### config.mk
export PLATFORM = sky130hd
export DESIGN_NAME = reg_file_sb
export DESIGN_NICKNAME = d
export VERILOG_FILES = /design/src/rtl/reg_file_pkg.sv /design/src/rtl/rf_scoreboard.sv /design/src/rtl/reg_file_sb.sv
export SDC_FILE = /design/constraint.sdc
export NUM_CORES = 1
export LEC_CHECK = 0
export ABC_AREA = 0
export BUFFER_PORTS_ARGS = -buffer_cell sky130_fd_sc_hd__buf_2
export CAP_MARGIN = 20
export CORE_ASPECT_RATIO = 0.7
export CORE_MARGIN = 2
export CORE_UTILIZATION = 60
export DETAILED_ROUTE_END_ITERATION = 8
export PLACE_DENSITY = 0.81
export SYNTH_ARGS = -nofsm -noshare
export SYNTH_HDL_FRONTEND = slang
export SYNTH_SLANG_ARGS = --single-unit
### constraint.sdc
create_clock -name clk -period 3.12 [get_ports clk]
set_input_delay 0.624 -clock clk [delete_from_list [all_inputs] [get_ports clk]]
set_output_delay 0.624 -clock clk [all_outputs]
set_load 0.02 [all_outputs]
### src/rtl/reg_file_pkg.sv
// -----------------------------------------------------------------------------
// reg_file_pkg
// Shared definitions for the scoreboarded register file family.
//   RF_WIDTH / RF_DEPTH / RF_NREAD : default geometry (8 registers x 16 bits,
//                                    two read ports).
//   reg16_t / reg_sel_t            : data and select types of that default
//                                    8x16 configuration, kept so existing users
//                                    of the two-read one-write file still build.
// -----------------------------------------------------------------------------
package reg_file_pkg;

  localparam int RF_WIDTH = 16;
  localparam int RF_DEPTH = 8;
  localparam int RF_NREAD = 2;
  localparam int RF_SELW  = $clog2(RF_DEPTH);

  typedef logic [RF_WIDTH-1:0] reg16_t;
  typedef logic [RF_SELW-1:0]  reg_sel_t;

endpackage

### src/rtl/rf_scoreboard.sv
// -----------------------------------------------------------------------------
// rf_scoreboard
// Busy-bit tracker for reg_file_sb. A register is reserved by decode (rsv_*)
// and released by the long-latency writeback port B. This block owns the busy
// bits and the sticky error flag, and decides which writes take effect.
//
// Ports:
//   clk, reset        clock (rising edge), synchronous active-high reset
//   wa_en/wa_sel      port A write request (ALU)
//   wb_en/wb_sel      port B write request (memory), also releases busy
//   rsv_en/rsv_sel    reservation request
//   wa_wr, wb_wr      effective (storage-updating) writes for A and B
//   rsv_ok            reservation accepted this cycle (combinational)
//   busy_vec          registered busy bits
//   busy_view         busy bits as seen by the read ports: the registered
//                     bits, or the next-cycle bits when BYPASS is set
//   err               sticky error flag
// -----------------------------------------------------------------------------
module rf_scoreboard
  import reg_file_pkg::*;
#(
  parameter int DEPTH   = RF_DEPTH,
  parameter int ZERO_R0 = 0,
  parameter bit BYPASS  = 1'b0,
  localparam int SELW   = $clog2(DEPTH)
) (
  input  logic             clk,
  input  logic             reset,
  input  logic             wa_en,
  input  logic [SELW-1:0]  wa_sel,
  input  logic             wb_en,
  input  logic [SELW-1:0]  wb_sel,
  input  logic             rsv_en,
  input  logic [SELW-1:0]  rsv_sel,
  output logic             wa_wr,
  output logic             wb_wr,
  output logic             rsv_ok,
  output logic [DEPTH-1:0] busy_vec,
  output logic [DEPTH-1:0] busy_view,
  output logic             err
);

  logic [DEPTH-1:0] busy_q, busy_d;
  logic             err_q, err_d;

  logic wa_r0, wb_r0, rsv_r0;
  logic wa_busy, wb_busy;
  logic err_a, err_b;

  always_comb begin
    // With ZERO_R0, register 0 is a constant: never written, never busy.
    wa_r0   = (ZERO_R0 != 0) && (wa_sel == '0);
    wb_r0   = (ZERO_R0 != 0) && (wb_sel == '0);
    rsv_r0  = (ZERO_R0 != 0) && (rsv_sel == '0);

    wa_busy = busy_q[wa_sel];
    wb_busy = busy_q[wb_sel];

    // A reservation may reuse a register that port B is releasing this cycle.
    rsv_ok  = rsv_en && (!busy_q[rsv_sel] || (wb_en && (wb_sel == rsv_sel)));

    wa_wr   = wa_en && !wa_busy && !wa_r0;
    wb_wr   = wb_en && !wb_r0;

    // Port A hitting a busy register is an error, except when port B retires
    // that same register in the same cycle (B legitimately owns it).
    err_a   = wa_en && wa_busy && !(wb_en && (wb_sel == wa_sel));
    // Port B retiring something that was never reserved.
    err_b   = wb_en && !wb_busy && !wb_r0;

    busy_d = busy_q;
    if (wb_wr) begin
      busy_d[wb_sel] = 1'b0;
    end
    // Set after clear: a same-cycle re-reservation keeps the register busy.
    if (rsv_ok && !rsv_r0) begin
      busy_d[rsv_sel] = 1'b1;
    end

    err_d = err_q | err_a | err_b;
  end

  always_ff @(posedge clk) begin
    if (reset) begin
      busy_q <= '0;
      err_q  <= 1'b0;
    end else begin
      busy_q <= busy_d;
      err_q  <= err_d;
    end
  end

  assign busy_vec  = busy_q;
  assign busy_view = BYPASS ? busy_d : busy_q;
  assign err       = err_q;

endmodule

### src/rtl/reg_file_sb.sv
// -----------------------------------------------------------------------------
// reg_file_sb
// Multi-port register file with a per-register busy scoreboard. Sits between
// decode (reads, reservations) and writeback (port A = ALU, port B = memory).
//
// Ports:
//   clk, reset   clock (rising edge), synchronous active-high reset
//   rd_sel[i]    read select of port i (NREAD ports, SELW bits each)
//   rd_data[i]   read data of port i (combinational)
//   rd_busy[i]   busy bit of the register selected by port i
//   wa_*         port A write (dropped with error if target busy)
//   wb_*         port B write, releases the target's busy bit
//   rsv_*        reservation request, rsv_ok = accepted this cycle
//   busy_vec     all busy bits
//   err          sticky error flag
//
// Build option:
//   REG_FILE_SB_BYPASS_EN  when defined, reads see same-cycle effective writes
//                          (port B over port A over stored value) and rd_busy
//                          sees same-cycle release/reserve. When undefined,
//                          reads return the stored pre-edge state.
// -----------------------------------------------------------------------------
module reg_file_sb
  import reg_file_pkg::*;
#(
  parameter int WIDTH   = RF_WIDTH,
  parameter int DEPTH   = RF_DEPTH,
  parameter int NREAD   = RF_NREAD,
  parameter int ZERO_R0 = 0,
  localparam int SELW   = $clog2(DEPTH)
) (
  input  logic                         clk,
  input  logic                         reset,
  input  logic [NREAD-1:0][SELW-1:0]   rd_sel,
  output logic [NREAD-1:0][WIDTH-1:0]  rd_data,
  output logic [NREAD-1:0]             rd_busy,
  input  logic                         wa_en,
  input  logic [SELW-1:0]              wa_sel,
  input  logic [WIDTH-1:0]             wa_data,
  input  logic                         wb_en,
  input  logic [SELW-1:0]              wb_sel,
  input  logic [WIDTH-1:0]             wb_data,
  input  logic                         rsv_en,
  input  logic [SELW-1:0]              rsv_sel,
  output logic                         rsv_ok,
  output logic [DEPTH-1:0]             busy_vec,
  output logic                         err
);

`ifdef REG_FILE_SB_BYPASS_EN
  localparam bit BYPASS_ON = 1'b1;
`else
  localparam bit BYPASS_ON = 1'b0;
`endif

  logic             wa_wr, wb_wr;
  logic [DEPTH-1:0] busy_view;

  logic [WIDTH-1:0] regs_q [DEPTH];
  logic [WIDTH-1:0] regs_d [DEPTH];

  rf_scoreboard #(
    .DEPTH   (DEPTH),
    .ZERO_R0 (ZERO_R0),
    .BYPASS  (BYPASS_ON)
  ) u_scoreboard (
    .clk       (clk),
    .reset     (reset),
    .wa_en     (wa_en),
    .wa_sel    (wa_sel),
    .wb_en     (wb_en),
    .wb_sel    (wb_sel),
    .rsv_en    (rsv_en),
    .rsv_sel   (rsv_sel),
    .wa_wr     (wa_wr),
    .wb_wr     (wb_wr),
    .rsv_ok    (rsv_ok),
    .busy_vec  (busy_vec),
    .busy_view (busy_view),
    .err       (err)
  );

  // Port B is applied last so it wins a same-register collision.
  always_comb begin
    regs_d = regs_q;
    if (wa_wr) begin
      regs_d[wa_sel] = wa_data;
    end
    if (wb_wr) begin
      regs_d[wb_sel] = wb_data;
    end
  end

  always_ff @(posedge clk) begin
    if (reset) begin
      for (int r = 0; r < DEPTH; r++) begin
        regs_q[r] <= '0;
      end
    end else begin
      regs_q <= regs_d;
    end
  end

  always_comb begin
    for (int i = 0; i < NREAD; i++) begin
      rd_data[i] = regs_q[rd_sel[i]];
`ifdef REG_FILE_SB_BYPASS_EN
      // Only effective writes forward; a dropped port A write is invisible.
      if (wa_wr && (wa_sel == rd_sel[i])) begin
        rd_data[i] = wa_data;
      end
      if (wb_wr && (wb_sel == rd_sel[i])) begin
        rd_data[i] = wb_data;
      end
`endif
      if ((ZERO_R0 != 0) && (rd_sel[i] == '0)) begin
        rd_data[i] = '0;
      end
      rd_busy[i] = busy_view[rd_sel[i]];
    end
  end

endmodule

# Yosys cells after proc, flatten, opt, wreduce, memory -nomap -nowiden
# Cells that the tools add are included.
# totals
ff_bits,137
inputBits,52
output_inout_bits,44
elab_cells,80
# op_classes
n_lt_le_gt_ge,13
eq_ne,2
n_mux,30
bitwise,9
n_reduce_logical,16
# ops
operator,count
128-bit bitwise mux,2
128-bit two-way mux,2
16-bit binary-select mux with 3-bit select,2
16-bit demux with 3-bit select,2
16-bit two-way mux,6
"3-bit by 4-bit less-than comparator with 1-bit output, second input constant",5
"4-bit >= comparator, second input constant",4
8-bit two-way mux,2
3-bit NOT with 4-bit output,4
1-bit binary-select mux with 3-bit select,5
1-bit logical AND,11
8-bit AND,1
"4-bit by 1-bit less-than comparator with 1-bit output, second input constant",2
8-bit NOT,1
8-bit bitwise OR,1
1-bit two-way mux,7
1-bit demux with 3-bit select,2
3-bit equality test,2
"3-bit by 1-bit >= comparator with 1-bit output, second input constant",2
1-bit zero test,4
1-bit bitwise OR,2
1-bit logical OR,1

# Logic depth before layout (Yosys ltp)
# Gate-level depths: netlist of run 1.
# logic_depth
depth_word,9
depth_mapped,7
ltp_nobuf,4

# Cells and area by module
# Synthesis of run 1 repeated with hierarchy kept, for this count alone.
# unflattened
cells_unflattened,986
area_unflattened_um2,9092.5
# by_module_without_submodules
module,n_inst,cells_per_inst,area_per_inst_um2,seq_area_each_um2
reg_file_sb,1,891,8241.7,2562.5
rf_scoreboard,1,95,850.8,180.2

# Least setup slack after synthesis of run 1
# Ideal clock, no wire load.
# synth_timing
path_kind,input to output
startpoint,input port rd_sel[0] (netlist bit)
endpoint,output port rd_busy[0]
t_arrival_ns,2.105
required_ns,2.496
setup_slack_ns,0.391
cell_stages,4
path_buffers,2
cell_sequence,clkbuf_1 -> buf_2 -> mux4_2 -> mux2_2
# synth_between
elab_chain_len,2
# synth_lines
item,line,source
start: declaration,reg_file_sb.sv:34,"input logic [NREAD-1:0][SELW-1:0] rd_sel,"
1-bit binary-select mux with 3-bit select,reg_file_sb.sv:119,rd_busy[i] = busy_view[rd_sel[i]];
1-bit two-way mux (not written as such),reg_file_sb.sv:119,
end: declaration,reg_file_sb.sv:36,"output logic [NREAD-1:0] rd_busy,"
# Every way passes these cells. The select of a mux whose other input is x is not followed.

# Final worst setup path of run 1
# layout_timing
startpoint,"register u_scoreboard.busy_q[0], in the netlist u_scoreboard.busy_vec[0]"
endpoint,output port rsv_ok
# layout_between
elab_chain_len,5
# layout_lines
item,line,source
start: declaration,rf_scoreboard.sv:43,"logic [DEPTH-1:0] busy_q, busy_d;"
start signal: assignment,rf_scoreboard.sv:88,busy_q <= busy_d;
1-bit binary-select mux with 3-bit select,rf_scoreboard.sv:60,rsv_ok = rsv_en && (!busy_q[rsv_sel] || (wb_en && (wb_sel == rsv_sel)));
1-bit two-way mux (not written as such),rf_scoreboard.sv:60,
1-bit zero test,rf_scoreboard.sv:60,
1-bit logical OR,rf_scoreboard.sv:60,
1-bit logical AND,rf_scoreboard.sv:60,
end: declaration,reg_file_sb.sv:45,"output logic rsv_ok,"
# Every way passes these cells. The select of a mux whose other input is x is not followed.

==> flow_summary.toml, run 1 <==
[floorplanning]
core_area_um2 = 14000
die_area_um2 = 15300
ioPinCount = 96
die_h_um = 104
rows = 36
die_w_um = 147
start_util_pct = 61.5

[detailed_routing]
drc_errors = 0
via_per_inst = 7.17
drt-pass1-iter-count = 7
postRouteWirelength_um = 27000
drtIter0Drc = 1032
dr_total_vias = 7533
wl_per_cell_um = 25.7
antenna_left = 0

[logic_synthesis]
ys_seq_area_share_pct = 32.0
synth_area_um2 = 8580
synth_edf_count = 0
yosysWarningCount = 0
synth_fp_nets = 864
synth_commonest_cells = "dfxtp_1 (137), mux2i_1 (132), nor2_1 (130)"
ys_ff_latch = 137
synth_cell_types = 35
ys_async_sr_fraction_pct = 0
yosysTopAreaCell = "dfxtp_1"
synth_top_area_share_pct = 32.0
avgSynthCellArea_um2 = 10.6
post_synth_inst_count = 812
synth_ff_type = "dfxtp_1"
yosysMostFrequentCell = "dfxtp_1"
yosys-top-cells-area = "dfxtp_1 (32%), mux4_2 (19%), mux2i_1 (15%), a211oi_1 (11%), nor2_1 (5.7%)"

[clock_tree]
cts_tree = "yes"
cts_repair_resize_count = 0
cts_setup_buffers = 0
hold_buffers = 0
clk_latency_ns = 0.43
htreeDepth = 4
clockBufferDepth = 2
clock-root-buffer = "clkbuf_16"
cts_sinks = 137
clk_pin_slew_ns = 0.06
numCtsBuffers = 17

[worst_setup_path]
cp-end-kind = "primary output"
crit_slowest_cell = "or4b_2"
cp_data_required_time_ns = 2.50
worstPathArrival_ns = 2.28
crit_chain = "or4b_2 -> o21ai_0 -> o31a_1 -> nor2b_1 -> buf_2"
critical_path.max_stage_delay_ns = 0.62
worstPathMaxFanout = 9
startpoint_type = "register"
crit_type = "register to primary output"

[placed_design]
gp_congestion = 0.932
dp_hpwl_um = 16800
post-place-ws_ns = 0.357
dp.cells = 1015
io_buffer_count = 95

[pwr]
irDropWorstVdd_mv = 0.366
p_total_w = 0.00494
p_leak_nw = 3.46
p_per_area_nw_per_um2 = 508

[grt]
grt_usage_pct = 35.1
grt_pass1_vias = 7473
overflow = 0
grt_max_degree = 120
grt_pass1_wl_um = 41500
antenna_found_initial = 2

[sta]
tightest_slew_ns = 0.786
finalClockSkew_ns = 0.00768
setup_ws_ns = 0.214
setup_viol = 0
period_minus_slack_ns = 2.91
finalCritPeriodShare_pct = 93.2
slew_headroom_pct = 47.5
setup_tns_ns = 0
rsz0062_at_grt = "false"
slew_viol_final = 0
hold_violations = 0
fmax_mhz = 344

[hold_path]
min_path_type = "register to register"

[status]
status = "completed"

[finish]
final_util_pct = 69.6
syn_to_final_growth_pct = 13.2
finalNonFillerCells = 1050
final_layout_size_suffix_gt1_share_pct = 31.8
nNetsFinal = 897

[job]
timing.max_cap.violations = 0
flip-flops by register name, indices dropped and copies added, names as in the netlist:
signal	count
regs_q	128
u_scoreboard.busy_vec	8
u_scoreboard.err	1
per-stage QoR:
step	cell area, um^2	hold slack, ns
2_1_floorplan	8580	0.530
3_3_place_gp	9020	0.501
3_5_place_dp	9020	0.511
4_1_cts	9690	0.527
5_1_grt	9710	0.557
6_report	9720	0.527
worst max-delay path, delay by kind of cell, from the launching register on:
kind / cells / cell delay, ns
simple gates: 2 / 0.70
flops: 1 / 0.55
compound gates: 2 / 0.44
buf+inv: 1 / 0.16
path summary, 6_finish.rpt:
kind                                             from                             endpoint  slack (ns)  cells after the start
setup / recovery  u_scoreboard.busy_vec[0]$_SDFF_PP0_                               rsv_ok        0.21                      5
hold reg to reg           u_scoreboard.err$_SDFF_PP0_          u_scoreboard.err$_SDFF_PP0_        0.53                      2
hold / removal            u_scoreboard.err$_SDFF_PP0_          u_scoreboard.err$_SDFF_PP0_        0.53                      2
setup reg to reg  u_scoreboard.busy_vec[0]$_SDFF_PP0_  u_scoreboard.busy_vec[4]$_SDFF_PP0_        1.24                      4
power by group:
group	internal [W]	switching [W]
logic	0.000321	0.000418
clock network	0.00148	0.000797
registers	0.00184	0.0000851
routing by layer:
layer  wire length, um  GRT usage, %  vias up
met1             10400          45.6     3707
met2             12300          52.8      559
met5                 0             0        -
met3              3120          10.7      118
li1                  -             -     3149
met4              1150          19.4        0
layout make-up:
| cell class | instances | area, um^2 |
|---|---|---|
| Antenna cell | 2 | 5.00 |
| Timing Repair Buffer | 124 | 753 |
| Sequential cell | 137 | 2740 |
| Multi-Input combinational cell | 564 | 5310 |
| Clock inverter | 12 | 195 |
| Inverter | 1 | 3.75 |
| Clock buffer | 20 | 467 |
| Fill cell | 957 | 4250 |
| Tap cell | 190 | 238 |
cell usage in the layout (no fill, tap or decap), types with 2 or more instances in the layout:
master,count
nor4_4,2
mux4_2,71
clkinv_2,4
nand3b_1,8
or4_1,2
a211oi_1,128
o21ai_0,3
nand2b_1,4
clkinv_4,2
mux2_2,35
nand4_1,3
dfxtp_1,137
clkbuf_16,17
o41ai_1,6
nand3_1,5
bufinv_16,5
nand2_1,8
buf_4,26
nor2b_1,5
nor2_1,130
mux2i_1,132
buf_12,3
nor3_4,6
buf_2,94
diode_2,2
xnor2_1,6
clkbuf_8,3
logic make-up after synthesis:
kind of cell	after synthesis	share of synthesized area [%]
AO/OA/AOI/OAI	142	12.4
flip-flops	137	32.0
AND/OR/NAND/NOR	177	10.1
XOR/XNOR	6	0.612
multiplexers	239	38.8
buffers and inverters	111	6.12
No activity file was read; power rests on OpenSTA's default activity.
==> inputs of run 2 (changes only) <==
--- a/config.mk
+++ b/config.mk
@@ -10,9 +10,9 @@
 export CAP_MARGIN = 20
 export CORE_ASPECT_RATIO = 0.7
 export CORE_MARGIN = 2
-export CORE_UTILIZATION = 60
+export CORE_UTILIZATION = 63
 export DETAILED_ROUTE_END_ITERATION = 8
-export PLACE_DENSITY = 0.81
+export PLACE_DENSITY = 0.85
 export SYNTH_ARGS = -nofsm -noshare
 export SYNTH_HDL_FRONTEND = slang
 export SYNTH_SLANG_ARGS = --single-unit
==> constraint.sdc (replaced) <==
create_clock -name clk -period 3.45 [get_ports clk]
set_input_delay 0.69 -clock clk [delete_from_list [all_inputs] [get_ports clk]]
set_output_delay 0.69 -clock clk [all_outputs]
set_load 0.02 [all_outputs]
==> flow_summary.toml, run 2 (synthesized netlist as in run 1, its figures left out) <==
[status]
status = "completed"

[finish]
syn_to_final_growth_pct = 12.0
nNetsFinal = 892
finalNonFillerCells = 1039
final_common_cell = "dfxtp_1"
mostFrequentLayoutCells = "dfxtp_1 (137), mux2i_1 (132), nor2_1 (130)"
regMostFlops = "regs_q"
largest_reg_flops = 128
final_layout_size_suffix_gt1_share_pct = 31.3
num-fill-cells = 876

[worst_setup_path]
crit_type = "input pin to primary output"
cp_data_required_time_ns = 2.76
cp-end-kind = "primary output"
reg2reg_slack_ns = 1.58
startpoint_type = "input pin"
worstPathMaxFanout = 21
worstPathArrival_ns = 2.31

[sta]
rsz0062_at_grt = "false"
period_minus_slack_ns = 3.00
tightest_slew_ns = 0.778
hold_violations = 0
slew_viol_final = 0
setup_viol = 0
finalCritPeriodShare_pct = 87.1
setup_tns_ns = 0
fmax_mhz = 333
finalClockSkew_ns = 0.0143
slew_headroom_pct = 48.1

[detailed_routing]
drc_errors = 0
postRouteWirelength_um = 27500
dr_total_vias = 7586
drt-pass1-iter-count = 7
via_per_inst = 7.30
wl_per_cell_um = 26.5
drtIter0Drc = 1040
antenna_left = 0

[grt]
grt_usage_pct = 38.8
grt_pass1_vias = 7530
grt_pass1_wl_um = 42500
overflow = 0
antenna_found_initial = 1
grt_max_degree = 75

[placed_design]
io_buffer_count = 95
dp_hpwl_um = 16600
gp_congestion = 0.913
dp.cells = 1006

[pwr]
switching_share_pct = 28.3
p_per_area_nw_per_um2 = 452
p_switching_w = 0.00123
intPower_w = 0.00311
p_leak_nw = 3.40
power_frac_comb_pct = 15.4
pwr-share-clk_pct = 44.5
p_seq_share_pct = 40.1
irDropWorstVdd_mv = 0.350

[hold_path]
min_path_type = "register to register"

[clock_tree]
cts_repair_resize_count = 0
clk_pin_slew_ns = 0.07
htreeDepth = 4
clock-root-buffer = "clkbuf_16"
clockBufferDepth = 2
numCtsBuffers = 17
cts_tree = "yes"
cts_setup_buffers = 0
cts_sinks = 137
hold_buffers = 0
clk_latency_ns = 0.44

[job]
timing.max_cap.violations = 0

[floorplanning]
start_util_pct = 64.9
rows = 35
die_area_um2 = 14600
ioPinCount = 96
die_w_um = 144
die_h_um = 102
core_area_um2 = 13200
run 2: cell types whose count changed in the layout (fill, tap and decap cells not counted):
cell        change
clkbuf_1        +1
buf_12          +1
clkbuf_8        -2
diode_2         -1
bufinv_16       -2
buf_16          -1
buf_4           -5
clkinv_4        +1
inv_6           +3
clkinvlp_4      +1
clkinv_2        -2
run 2: power groups by stage:
| stage | clock network (W) | registers [W] | logic, W |
|---|---|---|---|
| 2_1_floorplan | 0 | 0.00174 | 0.000484 |
| 3_3_place_gp | 0 | 0.00176 | 0.000620 |
| 3_5_place_dp | 0 | 0.00177 | 0.000642 |
| 4_1_cts | 0.00192 | 0.00174 | 0.000652 |
| 5_1_grt | 0.00198 | 0.00175 | 0.000698 |
| 6_report | 0.00193 | 0.00174 | 0.000667 |
run 2: routing by layer:
metal	global-route usage, %	up-vias	routed length, um
met5	0	-	0
met1	51.7	3681	10200
met4	16.3	0	1060
met2	61.0	631	12700
li1	-	3141	-
met3	9.93	133	3540
run 2: path summary, 6_finish.rpt:
kind / from / to / depth (start not counted)
setup / recovery: rd_sel[3] / rd_data[28] / 5
setup reg to reg: u_scoreboard.busy_vec[0]$_SDFF_PP0_ / u_scoreboard.busy_vec[0]$_SDFF_PP0_ / 4
hold / removal: u_scoreboard.err$_SDFF_PP0_ / u_scoreboard.err$_SDFF_PP0_ / 2
hold reg to reg: u_scoreboard.err$_SDFF_PP0_ / u_scoreboard.err$_SDFF_PP0_ / 2
run 2: per-stage QoR:
stage	power (W)	area (um^2)	hold slack [ns]	worst slack [ns]	util, %
after global routing	0.00442	9610	0.587	0.409	72.7
after floorplan	0.00223	8580	0.530	0.589	-
after CTS	0.00431	9610	0.549	0.456	72.7
after global placement	0.00238	9000	0.505	0.516	68.1
final	0.00434	9610	0.558	0.446	72.7
after detailed placement	0.00241	9000	0.545	0.488	68.1
run 2: layout make-up:
cell class                 instances  area [um^2]  share of cell area, %
antenna                            1         2.50                 0.0260
clock buffer                      19          443                   4.61
clock inverter                    13          168                   1.74
inverter                           1         3.75                 0.0390
multi-input combinational        564         5310                   55.3
sequential                       137         2740                   28.5
tap                              185          231                   2.41
timing repair buffer             119          708                   7.37
run 2: critical path, cell delays in order:
cell,delay (ns)
buf_2,0.34
buf_12,0.27
mux4_2,0.52
mux2_2,0.31
buf_2,0.17
==> inputs of run 3 (changes only) <==
--- a/config.mk
+++ b/config.mk
@@ -10,9 +10,9 @@
 export CAP_MARGIN = 20
 export CORE_ASPECT_RATIO = 0.7
 export CORE_MARGIN = 2
-export CORE_UTILIZATION = 63
+export CORE_UTILIZATION = 50
 export DETAILED_ROUTE_END_ITERATION = 8
-export PLACE_DENSITY = 0.85
+export PLACE_DENSITY_LB_ADDON = 0.2
 export SYNTH_ARGS = -nofsm -noshare
 export SYNTH_HDL_FRONTEND = slang
 export SYNTH_SLANG_ARGS = --single-unit
==> flow_summary.toml, run 3 (synthesized netlist as in run 1, its figures left out) <==
[status]
status = "completed"

[sta]
setup_tns_ns = 0
slew_headroom_pct = 47.1
rsz0062_at_grt = "false"
period_minus_slack_ns = 2.98
fmax_mhz = 336
setup_viol = 0
slew_viol_final = 0
finalCritPeriodShare_pct = 86.3
finalClockSkew_ns = 0.00843
tightest_slew_ns = 0.791
hold_violations = 0

[pwr]
switching_share_pct = 26.4
p_switching_w = 0.00117
p_total_w = 0.00442
power_frac_comb_pct = 15.0
pwr-share-clk_pct = 45.7
irDropWorstVdd_mv = 0.341
p_per_area_nw_per_um2 = 454
intPower_w = 0.00325
p_leak_nw = 3.43
p_seq_share_pct = 39.3

[detailed_routing]
wl_per_cell_um = 25.0
drt-pass1-iter-count = 6
antenna_left = 0
via_per_inst = 6.64
dr_total_vias = 7200
drc_errors = 0
postRouteWirelength_um = 27100
drtIter0Drc = 665

[worst_setup_path]
reg2reg_from = "u_scoreboard.busy_vec[3]$_SDFF_PP0_"
startpoint_type = "register"
worst-path-buf-inv = 1
cp-end-kind = "primary output"
reg2reg_slack_ns = 1.54
ff2ff_path_depth = 4
cp_data_required_time_ns = 2.76
worstPathArrival_ns = 2.29
crit_family = "simple AND/OR/NAND/NOR gates"
crit_chain = "or4b_2 -> o21ai_0 -> o31a_1 -> nor2b_1 -> buf_2"
crit_slowest_cell = "or4b_2"
crit_start = "u_scoreboard.busy_vec[0]$_SDFF_PP0_"
crit_type = "register to primary output"
critical_path.max_stage_delay_ns = 0.61
worstPathMaxFanout = 9
reg2reg_to = "u_scoreboard.busy_vec[3]$_SDFF_PP0_"

[finish]
final_common_cell = "dfxtp_1"
layout.area.seq_um2 = 2740
regMostFlops = "regs_q"
largest_reg_flops = 128
num-fill-cells = 1425
finalNonFillerCells = 1085
mostFrequentLayoutCells = "dfxtp_1 (137), mux2i_1 (132), nor2_1 (130)"
syn_to_final_growth_pct = 13.4
multi_input_area_um2 = 5310
final_layout_size_suffix_gt1_share_pct = 31.2
final_util_pct = 57.3
nNetsFinal = 892

[grt]
grt_pass1_wl_um = 42100
grt_usage_pct = 30.3
overflow = 0
grt_max_degree = 58
antenna_found_initial = 1
grt_pass1_vias = 7187

[hold_path]
holdPathEnd = "u_scoreboard.err$_SDFF_PP0_"
min_path_type = "register to register"
hp-start = "u_scoreboard.err$_SDFF_PP0_"
hold-path-cell-count = 2

[job]
timing.max_cap.violations = 0

[placed_design]
dp.cells = 1052
dp_hpwl_um = 17000
io_buffer_count = 95
gp_congestion = 0.880

[clock_tree]
numCtsBuffers = 17
clockBufferDepth = 2
cts_sinks = 137
clk_latency_ns = 0.42
cts_repair_resize_count = 0
cts_setup_buffers = 0
clk_pin_slew_ns = 0.06
hold_buffers = 0
clock-root-buffer = "clkbuf_16"
cts_tree = "yes"
htreeDepth = 4

[floorplanning]
die_w_um = 161
die_area_um2 = 18200
ioPinCount = 96
start_util_pct = 50.6
die_h_um = 114
rows = 40
core_area_um2 = 17000
## run 3: final cells by class
class / instances / share of cell area [%]
Clock inverter: 12 / 2.03
Timing Repair Buffer: 119 / 7.54
Multi-Input combinational cell: 564 / 54.6
Tap cell: 231 / 2.97
Inverter: 1 / 0.0386
Antenna cell: 1 / 0.0257
Sequential cell: 137 / 28.2
Clock buffer: 20 / 4.59
## run 3: worst max-delay path by stage
stage	cells past startpoint	slack, ns	end
floorplan	4	0.59	rd_busy[0]
global placement	5	0.63	rd_data[12]
detailed placement	6	0.60	rsv_ok
CTS	5	0.50	rsv_ok
global route	5	0.38	rsv_ok
finish	5	0.47	rsv_ok
## run 3: metrics by stage
| stage | worst slack (ns) | cell area, um^2 | hold slack [ns] |
|---|---|---|---|
| floorplan | 0.589 | 8580 | 0.530 |
| global placement | 0.631 | 9080 | 0.503 |
| detailed placement | 0.598 | 9080 | 0.514 |
| CTS | 0.496 | 9730 | 0.527 |
| global route | 0.375 | 9730 | 0.545 |
| finish | 0.472 | 9730 | 0.543 |
## run 3: power by group through the flow
stage / clock network, W / registers [W] / logic (W)
after floorplan: 0 / 0.00174 / 0.000484
after global placement: 0 / 0.00176 / 0.000637
after detailed placement: 0 / 0.00177 / 0.000653
after CTS: 0.00203 / 0.00173 / 0.000656
after global routing: 0.00211 / 0.00174 / 0.000701
final: 0.00202 / 0.00174 / 0.000663
## run 3: metal layers
layer | vias to the layer above | GRT usage, % | wire (um)
li1 | 3143 | - | -
met1 | 3623 | 42.6 | 12100
met2 | 372 | 46.4 | 12300
met3 | 62 | 5.93 | 2030
met4 | 0 | 11.7 | 677
met5 | - | 0 | 0
## run 3: tightest hold or removal path, delay by kind of cell, from the launching register on
kind	cells	cell delay [ns]
flip-flops	1	0.34
AO/OA/AOI/OAI	2	0.16
